`src/rtl/haar_cascade_stage_sequencer.sv`:
```
// Per-window sequencer for the second-phase Haar cascade stages.
// It walks the stage databases in order with one-hot read enables.
// It waits for the evaluator verdict on each stage and rejects a window at
// the first failing stage.
// Optional feature macro: HAAR_SEQ_WATCHDOG_EN. It adds an EVAL timeout of
// WATCHDOG_CYCLES cycles that ends the window with o_error=1.
// reset_fpga is an asynchronous, active-low reset.

module haar_cascade_stage_sequencer #(
  parameter int NUM_STAGES      = 8,
  parameter int STAGE_W         = 4,
  parameter int WATCHDOG_CYCLES = 1024
) (
  input  logic                  clk_fpga,
  input  logic                  reset_fpga,
  input  logic                  i_start,
  input  logic                  i_abort,
  input  logic [NUM_STAGES-1:0] i_end_count_database_index,
  input  logic                  i_eval_done,
  input  logic                  i_stage_pass,
  output logic                  o_busy,
  output logic                  o_db_clear,
  output logic [NUM_STAGES-1:0] o_rden,
  output logic [STAGE_W-1:0]    o_stage_index,
  output logic                  o_result_valid,
  output logic                  o_face_detected,
  output logic [STAGE_W-1:0]    o_fail_stage,
  output logic                  o_error
);

  typedef enum logic [2:0] {
    ST_IDLE,
    ST_CLEAR,
    ST_FETCH,
    ST_EVAL,
    ST_DONE
  } state_t;

  state_t state_reg;

  // One-hot decode of the current stage and of the following stage.
  // Using masks avoids indexing the flag vector with an over-wide index.
  logic [NUM_STAGES-1:0] cur_sel;
  logic [NUM_STAGES-1:0] inc_sel;
  logic [STAGE_W-1:0]    stage_inc;
  logic                  end_flag;
  logic                  last_stage;

  assign stage_inc = o_stage_index + STAGE_W'(1);

  genvar gi;
  generate
    for (gi = 0; gi < NUM_STAGES; gi++) begin : g_stage_sel
      assign cur_sel[gi] = (o_stage_index == STAGE_W'(gi));
      assign inc_sel[gi] = (stage_inc == STAGE_W'(gi));
    end
  endgenerate

  // Only the active stage's end-of-database flag matters.
  assign end_flag   = |(i_end_count_database_index & cur_sel);
  assign last_stage = (o_stage_index == STAGE_W'(NUM_STAGES - 1));

`ifdef HAAR_SEQ_WATCHDOG_EN
  localparam int WD_W = (WATCHDOG_CYCLES > 2) ? $clog2(WATCHDOG_CYCLES) : 1;
  logic [WD_W-1:0] wd_count_reg;
  logic            wd_expired;

  assign wd_expired = (wd_count_reg == WD_W'(WATCHDOG_CYCLES - 1));
`else
  // Without the watchdog, EVAL waits indefinitely and no error is ever raised.
  assign o_error = 1'b0;

  // Keeps the timeout parameter referenced in the build without a watchdog.
  logic unused_cfg;
  assign unused_cfg = ^WATCHDOG_CYCLES;
`endif

  // Window FSM; every output is registered alongside the state.
  always_ff @(posedge clk_fpga or negedge reset_fpga) begin
    if (!reset_fpga) begin
      state_reg       <= ST_IDLE;
      o_busy          <= 1'b0;
      o_db_clear      <= 1'b0;
      o_rden          <= '0;
      o_stage_index   <= '0;
      o_result_valid  <= 1'b0;
      o_face_detected <= 1'b0;
      o_fail_stage    <= '0;
`ifdef HAAR_SEQ_WATCHDOG_EN
      o_error         <= 1'b0;
      wd_count_reg    <= '0;
`endif
    end else begin
      // These two are pulses and default low every cycle.
      o_db_clear     <= 1'b0;
      o_result_valid <= 1'b0;

      if (i_abort) begin
        // Abort drops the window silently.
        // The result and stage outputs keep their values.
        state_reg <= ST_IDLE;
        o_busy    <= 1'b0;
        o_rden    <= '0;
      end else begin
        case (state_reg)
          ST_IDLE: begin
            if (i_start) begin
              state_reg     <= ST_CLEAR;
              o_busy        <= 1'b1;
              o_db_clear    <= 1'b1;
              o_stage_index <= '0;
            end
          end

          ST_CLEAR: begin
            // The index is already 0, so cur_sel selects stage 0.
            state_reg <= ST_FETCH;
            o_rden    <= cur_sel;
          end

          ST_FETCH: begin
            // The enable stays high through the cycle that reads the last word.
            if (end_flag) begin
              state_reg <= ST_EVAL;
              o_rden    <= '0;
`ifdef HAAR_SEQ_WATCHDOG_EN
              wd_count_reg <= '0;
`endif
            end
          end

          ST_EVAL: begin
            if (i_eval_done) begin
              // A verdict arriving in the timeout cycle still takes effect.
              if (i_stage_pass && !last_stage) begin
                // Move straight to the next stage. Its database was already
                // rewound at window start, so no CLEAR is needed.
                state_reg     <= ST_FETCH;
                o_stage_index <= stage_inc;
                o_rden        <= inc_sel;
              end else begin
                state_reg       <= ST_DONE;
                o_result_valid  <= 1'b1;
                o_face_detected <= i_stage_pass;
                o_fail_stage    <= i_stage_pass ? STAGE_W'(NUM_STAGES) : o_stage_index;
`ifdef HAAR_SEQ_WATCHDOG_EN
                o_error         <= 1'b0;
`endif
              end
`ifdef HAAR_SEQ_WATCHDOG_EN
            end else if (wd_expired) begin
              state_reg       <= ST_DONE;
              o_result_valid  <= 1'b1;
              o_face_detected <= 1'b0;
              o_fail_stage    <= STAGE_W'(NUM_STAGES);
              o_error         <= 1'b1;
            end else begin
              wd_count_reg <= wd_count_reg + WD_W'(1);
`endif
            end
          end

          ST_DONE: begin
            // A start request is considered no earlier than the next cycle.
            state_reg <= ST_IDLE;
            o_busy    <= 1'b0;
          end

          default: begin
            state_reg <= ST_IDLE;
            o_busy    <= 1'b0;
            o_rden    <= '0;
          end
        endcase
      end
    end
  end

endmodule

```
`config.mk`:
```
export PLATFORM = sky130hd
export DESIGN_NAME = haar_cascade_stage_sequencer
export DESIGN_NICKNAME = d
export VERILOG_FILES = /design/src/rtl/haar_cascade_stage_sequencer.sv
export SDC_FILE = /design/constraint.sdc
export NUM_CORES = 1
export LEC_CHECK = 0
export CAP_MARGIN = 30
export CORE_MARGIN = 10
export CORE_UTILIZATION = 30
export CTS_CLUSTER_SIZE = 20
export DETAILED_ROUTE_END_ITERATION = 16
export GPL_ROUTABILITY_DRIVEN = 0
export PLACE_DENSITY = 0.52
export SYNTH_ARGS = -nofsm -noshare
export SYNTH_HDL_FRONTEND = slang
export SYNTH_SLANG_ARGS = --single-unit
```
`constraint.sdc`:
```
create_clock -name clk_fpga -period 3.2 [get_ports clk_fpga]
set_input_delay 0.32 -clock clk_fpga [delete_from_list [all_inputs] [get_ports clk_fpga]]
set_output_delay 0.32 -clock clk_fpga [all_outputs]
set_load 0.02 [all_outputs]
```
# == After elaboration in Yosys (flattened, before gate mapping) ==
# Index checks and enable logic that the tools add are counted.
# word_totals
register_bits,23
input_bits,14
out_inout_bits,21
wordCells,79
# op_classes
n_addsub,1
eq_ne,27
mux,26
bitwise,3
reduce_logical,14
# ops
cell,count
"equality test 4 x 3 -> 1 bit, second input constant",8
two-way mux 8 bit,4
one-hot mux 8 bit (4 select lines),1
"equality test 4 x 2 -> 1 bit, second input constant",4
two-way mux 4 bit,4
two-way mux 3 bit,5
"!= test 3 bit, second input constant",4
one-hot mux 3 bit (4 select lines),1
two-way mux 1 bit,9
bitwise AND 8 bit,1
"equality test 4 x 1 -> 1 bit, second input constant",2
logical NOT 4 bit,2
one-hot mux 4 bit (2 select lines),1
AND reduction 4 bit,2
OR reduction 8 bit,1
"equality test 3 x 2 -> 1 bit, second input constant",2
"!= test 2 bit, second input constant",3
AND reduction 5 bit,1
"adder 4 x 1 -> 4 bit, second input constant",1
"!= test 2 x 1 -> 1 bit, second input constant",2
"equality test 3 x 1 -> 1 bit, second input constant",1
"equality test 3 bit, second input constant",1
logical NOT 3 bit,1
AND reduction 3 bit,1
8 further kinds,9

# == Depth between registers and ports, before layout ==
# depth
ltp_word,7
mapped_depth,8

# == Worst setup path after synthesis ==
# OpenSTA, ideal clock, no wires.
# synth_path
kind,register -> register
from,register o_stage_index[0]
to,register state_reg[1]
arrival_time_ps,2119
required_ps,3066
setup_slack_ps,947
path_stages_with_launch,9
n_path_buf,1
path_cell_list,dfrtp_1 -> inv_1 -> ha_1 -> a22oi_2 -> o311ai_2 -> or4_1 -> buf_4 -> a21oi_2 -> o32ai_1
# synth_via
elab_chain_len,7
# synth_lines
item,line_no,source
from (decl),24,"output logic [STAGE_W-1:0] o_stage_index,"
from (signal assigned),139,o_stage_index <= stage_inc;
equality test 4 x 3 -> 1 bit,"54, 61",
logical NOT 1 bit,135,if (i_stage_pass && !last_stage) begin
logical AND 1 bit,135,
two-way mux 3 bit,135,
two-way mux 3 bit,133,if (i_eval_done) begin
one-hot mux 3 bit (4 select lines),105,case (state_reg)
two-way mux 3 bit,98,if (i_abort) begin
to (signal assigned),101,state_reg <= ST_IDLE;
to (signal assigned),108,state_reg <= ST_CLEAR;
to (signal assigned),138,state_reg <= ST_FETCH;
to (decl),39,state_t state_reg;
# Parallel ways exist; a longest one is shown, timed or not. The select of a mux whose other input is x is not followed.
# A chain may end at the register's enable or synchronous reset.

# == Final worst setup path ==
# layout_path
from,register o_stage_index[0]
to,register o_rden[5]
# layout_via
elab_chain_len,6
# layout_lines
item,line_no,source
adder 4 x 1 -> 4 bit,49,assign stage_inc = o_stage_index + STAGE_W'(1);
equality test 4 x 3 -> 1 bit,55,assign inc_sel[gi] = (stage_inc == STAGE_W'(gi));
two-way mux 8 bit,135,
two-way mux 8 bit,133,
one-hot mux 8 bit (4 select lines),105,
two-way mux 8 bit,98,
to (signal assigned),118,o_rden <= cur_sel;
to (signal assigned),140,o_rden <= inc_sel;
to (decl),23,"output logic [NUM_STAGES-1:0] o_rden,"
# Parallel ways exist; a longest one is shown, timed or not. The select of a mux whose other input is x is not followed.

==> run summary <==
Setup violations remaining at the end of the flow were counted as 0. The starting DRC count in detailed routing is 161. The worst hold-check path type was in -> async. The flow ran to the end, and the final reports show no timing, DRC or antenna violations. In this run the worst path has a maximum fanout of 10. The cell sitting at the root of the clock tree is a sky130_fd_sc_hd__clkbuf_8.

Setup repair after global routing left no endpoint under its margin. The time the worst path needs with I/O delays and setup is 2400 ps, and the net switching fraction of the power is 32.8%. Fraction of final layout cells with drive strength greater than 1: 7.61%. STA classifies the critical path endpoint as a flop. The analysis attributes to net switching a power of 0.256 mW.

The post-CTS repair timing setup buffer count came out at 0. The sequential cell area in the final layout was 576 um^2; the Yosys warning count was 0. After the last flow step, the layout net total stands at 216.

The later pin in the worst-skew pair is clocked with a latency of 260 ps. Entering global routing, the biggest net connects 21 pins. Summed over all layers, the routed wires come to 4120 um. Count of different cell masters after synthesis: 47. The leading area contributor after synthesis is sky130_fd_sc_hd__dfrtp_1. Derived from the worst setup path, the maximum achievable clock frequency is 416 MHz. The core region is 4720 um^2. Power comes to 0.781 mW. The run gives 186 as the total nets after synthesis. The tools report the final standard cell utilization of the core as 40.3%. In the final routed layout, each cell accounts on average for 15.6 um. The worst register-to-register path has a depth of 7. The remaining global-route overflow is 0. The largest registers in the layout are o_rden x8, o_fail_stage x4, o_stage_index x4. Internal power comes to 0.525 mW. The tools report the endpoint of the most critical register-to-register path as o_rden[5]. Cell family contributing the most delay on the critical path: simple AND/OR/NAND/NOR gates. The layout has 480 filler cells. For the final database, setup skew stands at 2.73 ps.

The via count of the first global-routing pass is 1347, and the hold slack is 388 ps. The share of total power dissipated in the clock network is 22.8%. For the sum of negative setup slack, the log shows 0 ps. The tools report the number of H-tree levels as 1. The sum of buffers and inverters on the critical path works out to 1.

The initial cell density of the core is 31.0%. Dominant register cell in the synthesized netlist: sky130_fd_sc_hd__dfrtp_1. The power density relative to cell area was 410 nW/um^2; the number of clock sinks was 23.

For the final design instance area without fill, the log shows 1910 um^2. More flip-flops sit in one register than any other, and that register is o_rden. In the synthesized netlist the async set-or-reset flop fraction comes to 100%. In this design, the stage delay of the slowest critical-path cell is 730 ps. Number of placed I/O pins: 35. By startpoint and endpoint, the worst setup path is classified as reg -> reg. The final cell count without fillers was 264; the portion of the clock cycle consumed by the worst path in the final layout was 75.1%. Kind of start point of the critical path: a flop. Worst-path cell with the longest stage delay: sky130_fd_sc_hd__or4_1. Combinational logic is responsible for 32.2% of the overall power. The die is 89.8 um wide. The run gives 810 um^2 as the multi-input combinational cell area. The run gives 39.3% as the register area share after synthesis.

Beginning of the critical path: o_stage_index[0]. After detailed placement, the design holds a cell count of 260. The minimum setup slack among reg-to-reg paths was 800 ps; the wire length of the first global-routing pass was 7010 um.

The average instance area after synthesis was 8.71 um^2; the number of antenna violations at the first check in global routing was 0. After clock tree synthesis, the clock-pin slew on the worst setup and hold paths is 80 ps. Global routing consumed, over all layers together, 9.98% of the routing resources. The tools report the required arrival time at the worst endpoint as 3330 ps.

The register with the most flip-flops in the layout has 8 of them. Headroom to the max-slew limit came out at 59.2%. After clock tree synthesis, the repair step resized 0 gates. The startpoint identified for the worst register-to-register timing path is o_stage_index[0]. TritonCTS built the clock tree. The total number of placement rows was 25; the transition time at the pin with the least slew margin was 612 ps. Per report_power, the sequential group accounts for 45.0% of the total. Hold buffer count at cts: 0. The final-report max-slew violation count is 0. The tools report the detailed-routing iteration count for the pre-antenna-repair pass as 4. The number of violations of the max-capacitance limit was 0. The total of flip-flops plus latches after synthesis is 23.

Relative to the synthesized area, the layout overhead comes to 30.3%. Walking the worst path, the cells encountered are inv_1 > ha_1 > a22oi_2 > o311ai_2 > or4_1 > a21oi_1 > a211oi_1. The mapped netlist covers 1460 um^2. For the overall via count from detail_route, the log shows 1357.

The antenna diode count is 0, and the count of buffers inserted at the top-level ports is 33. The run gives 8070 um^2 as the die area. The hold violation count in the final report was 0; the worst vdd rail ir drop was 0.256 mV. The cell count after synthesis came out at 168.

The logs give 2530 ps for the data arrival time of the worst path and 3270 um for the placed wire-length estimate. The top cell type by area accounts for 39.3% of the synthesized area. Dividing the detail-routed via count by the number of cells gives 5.14.

In this run, CTS created clock tree buffers numbering 3. Yosys attributes the largest share of cell area to sky130_fd_sc_hd__dfrtp_1 (39%), sky130_fd_sc_hd__nand2_1 (4.1%), sky130_fd_sc_hd__a21oi_1 (3.4%). Before CTS, the worst setup slack after placement is 824 ps. The leakage power of the design was 0.747 nW.

The tools report the number of buffers between clock root and the deepest sink as 2. The number of synthesized flops with an enable pin was 0; the worst setup slack after layout was 795 ps. In the routed design, unresolved DRC markers number 0. Y dimension of the die: 89.8 um. In this run the cell area measured after placement is 1860 um^2. The number of nets still failing antenna checks after routing is 0.
## area by class of cell
| type | instances | share of cell area, % |
|---|---|---|
| well taps | 67 | 4.40 |
| multi-input cells | 128 | 42.5 |
| clock buffers | 4 | 2.36 |
| inverters | 7 | 1.38 |
| flip-flops and latches | 23 | 30.2 |
| repair buffers | 35 | 19.2 |
## worst max path at each step
stage | end | depth (start not counted)
after CTS | o_rden[5] | 7
after detailed placement | o_rden[5] | 7
after global routing | o_rden[3] | 7
final | o_rden[5] | 7
after global placement | o_rden[6] | 7
after floorplan | state_reg[1] | 8
## Yosys cell counts (all sizes together) (4+ instances only)
library cell	number
dfrtp	23
nand2	16
o21ai	16
a21oi	12
nor2	12
nand3	10
nor2b	8
buf	7
inv	7
nor3	6
ha	4
## cells by family (layout without fill, tap and decap cells)
| logic type | after synthesis | after routing | synth area share (%) |
|---|---|---|---|
| adder cells (fa/ha/maj) | 4 | 4 | 3.42 |
| other | 1 | 1 | 0.256 |
| multiplexers | 3 | 3 | 2.14 |
| flip-flops | 23 | 23 | 39.3 |
| AO/OA/AOI/OAI | 51 | 51 | 23.3 |
| buffers and inverters | 17 | 46 | 5.30 |
| AND/OR/NAND/NOR | 69 | 69 | 26.3 |
## cells in the final DEF, fill, tap and decap left out, types with 2 or more instances in the layout
cell type,count
sky130_fd_sc_hd__nor2_2,2
sky130_fd_sc_hd__dfrtp_1,23
sky130_fd_sc_hd__nand2_1,16
sky130_fd_sc_hd__inv_1,6
sky130_fd_sc_hd__clkbuf_8,3
sky130_fd_sc_hd__a21oi_1,10
sky130_fd_sc_hd__o21a_1,2
sky130_fd_sc_hd__and3b_1,3
sky130_fd_sc_hd__o21ai_1,6
sky130_fd_sc_hd__nor3_1,6
sky130_fd_sc_hd__nand3b_1,2
sky130_fd_sc_hd__nand3_1,10
sky130_fd_sc_hd__o31ai_1,3
sky130_fd_sc_hd__mux2i_1,2
sky130_fd_sc_hd__nand2b_1,3
sky130_fd_sc_hd__ha_1,4
sky130_fd_sc_hd__o211ai_1,2
sky130_fd_sc_hd__clkdlybuf4s50_1,33
sky130_fd_sc_hd__and3_1,2
sky130_fd_sc_hd__nor2b_1,8
sky130_fd_sc_hd__a21oi_2,2
sky130_fd_sc_hd__nor2_1,10
sky130_fd_sc_hd__or4_1,2
sky130_fd_sc_hd__a211oi_1,3
sky130_fd_sc_hd__o21ai_0,10
## worst reg2reg max path, stage by stage (launching register included)
cell and delay [ps]:
sky130_fd_sc_hd__dfrtp_1 510, sky130_fd_sc_hd__inv_1 130, sky130_fd_sc_hd__ha_1 300, sky130_fd_sc_hd__a22oi_2 200, sky130_fd_sc_hd__o311ai_2 130, sky130_fd_sc_hd__or4_1 730
sky130_fd_sc_hd__a21oi_1 190, sky130_fd_sc_hd__a211oi_1 70
## metal layers
layer  vias up  global-route usage, %  part of all wire, %  wire length (um)
met1       640                   12.4                   45              1850
met4         0                   2.02                  1.0                43
li1        663                      -                    -                 -
met2        47                   15.9                   47              1920
met3         7                   3.82                  7.4               305
met5         -                      0                    0                 0
## power by group through the flow
stage / registers (mW) / logic (mW) / clock network [mW]
3_3_place_gp: 0.356 / 0.248 / 0
3_5_place_dp: 0.357 / 0.254 / 0
2_1_floorplan: 0.377 / 0.126 / 0
4_1_cts: 0.352 / 0.254 / 0.188
6_report: 0.352 / 0.251 / 0.178
5_1_grt: 0.358 / 0.272 / 0.201
Power figures use the tool's default switching activity.
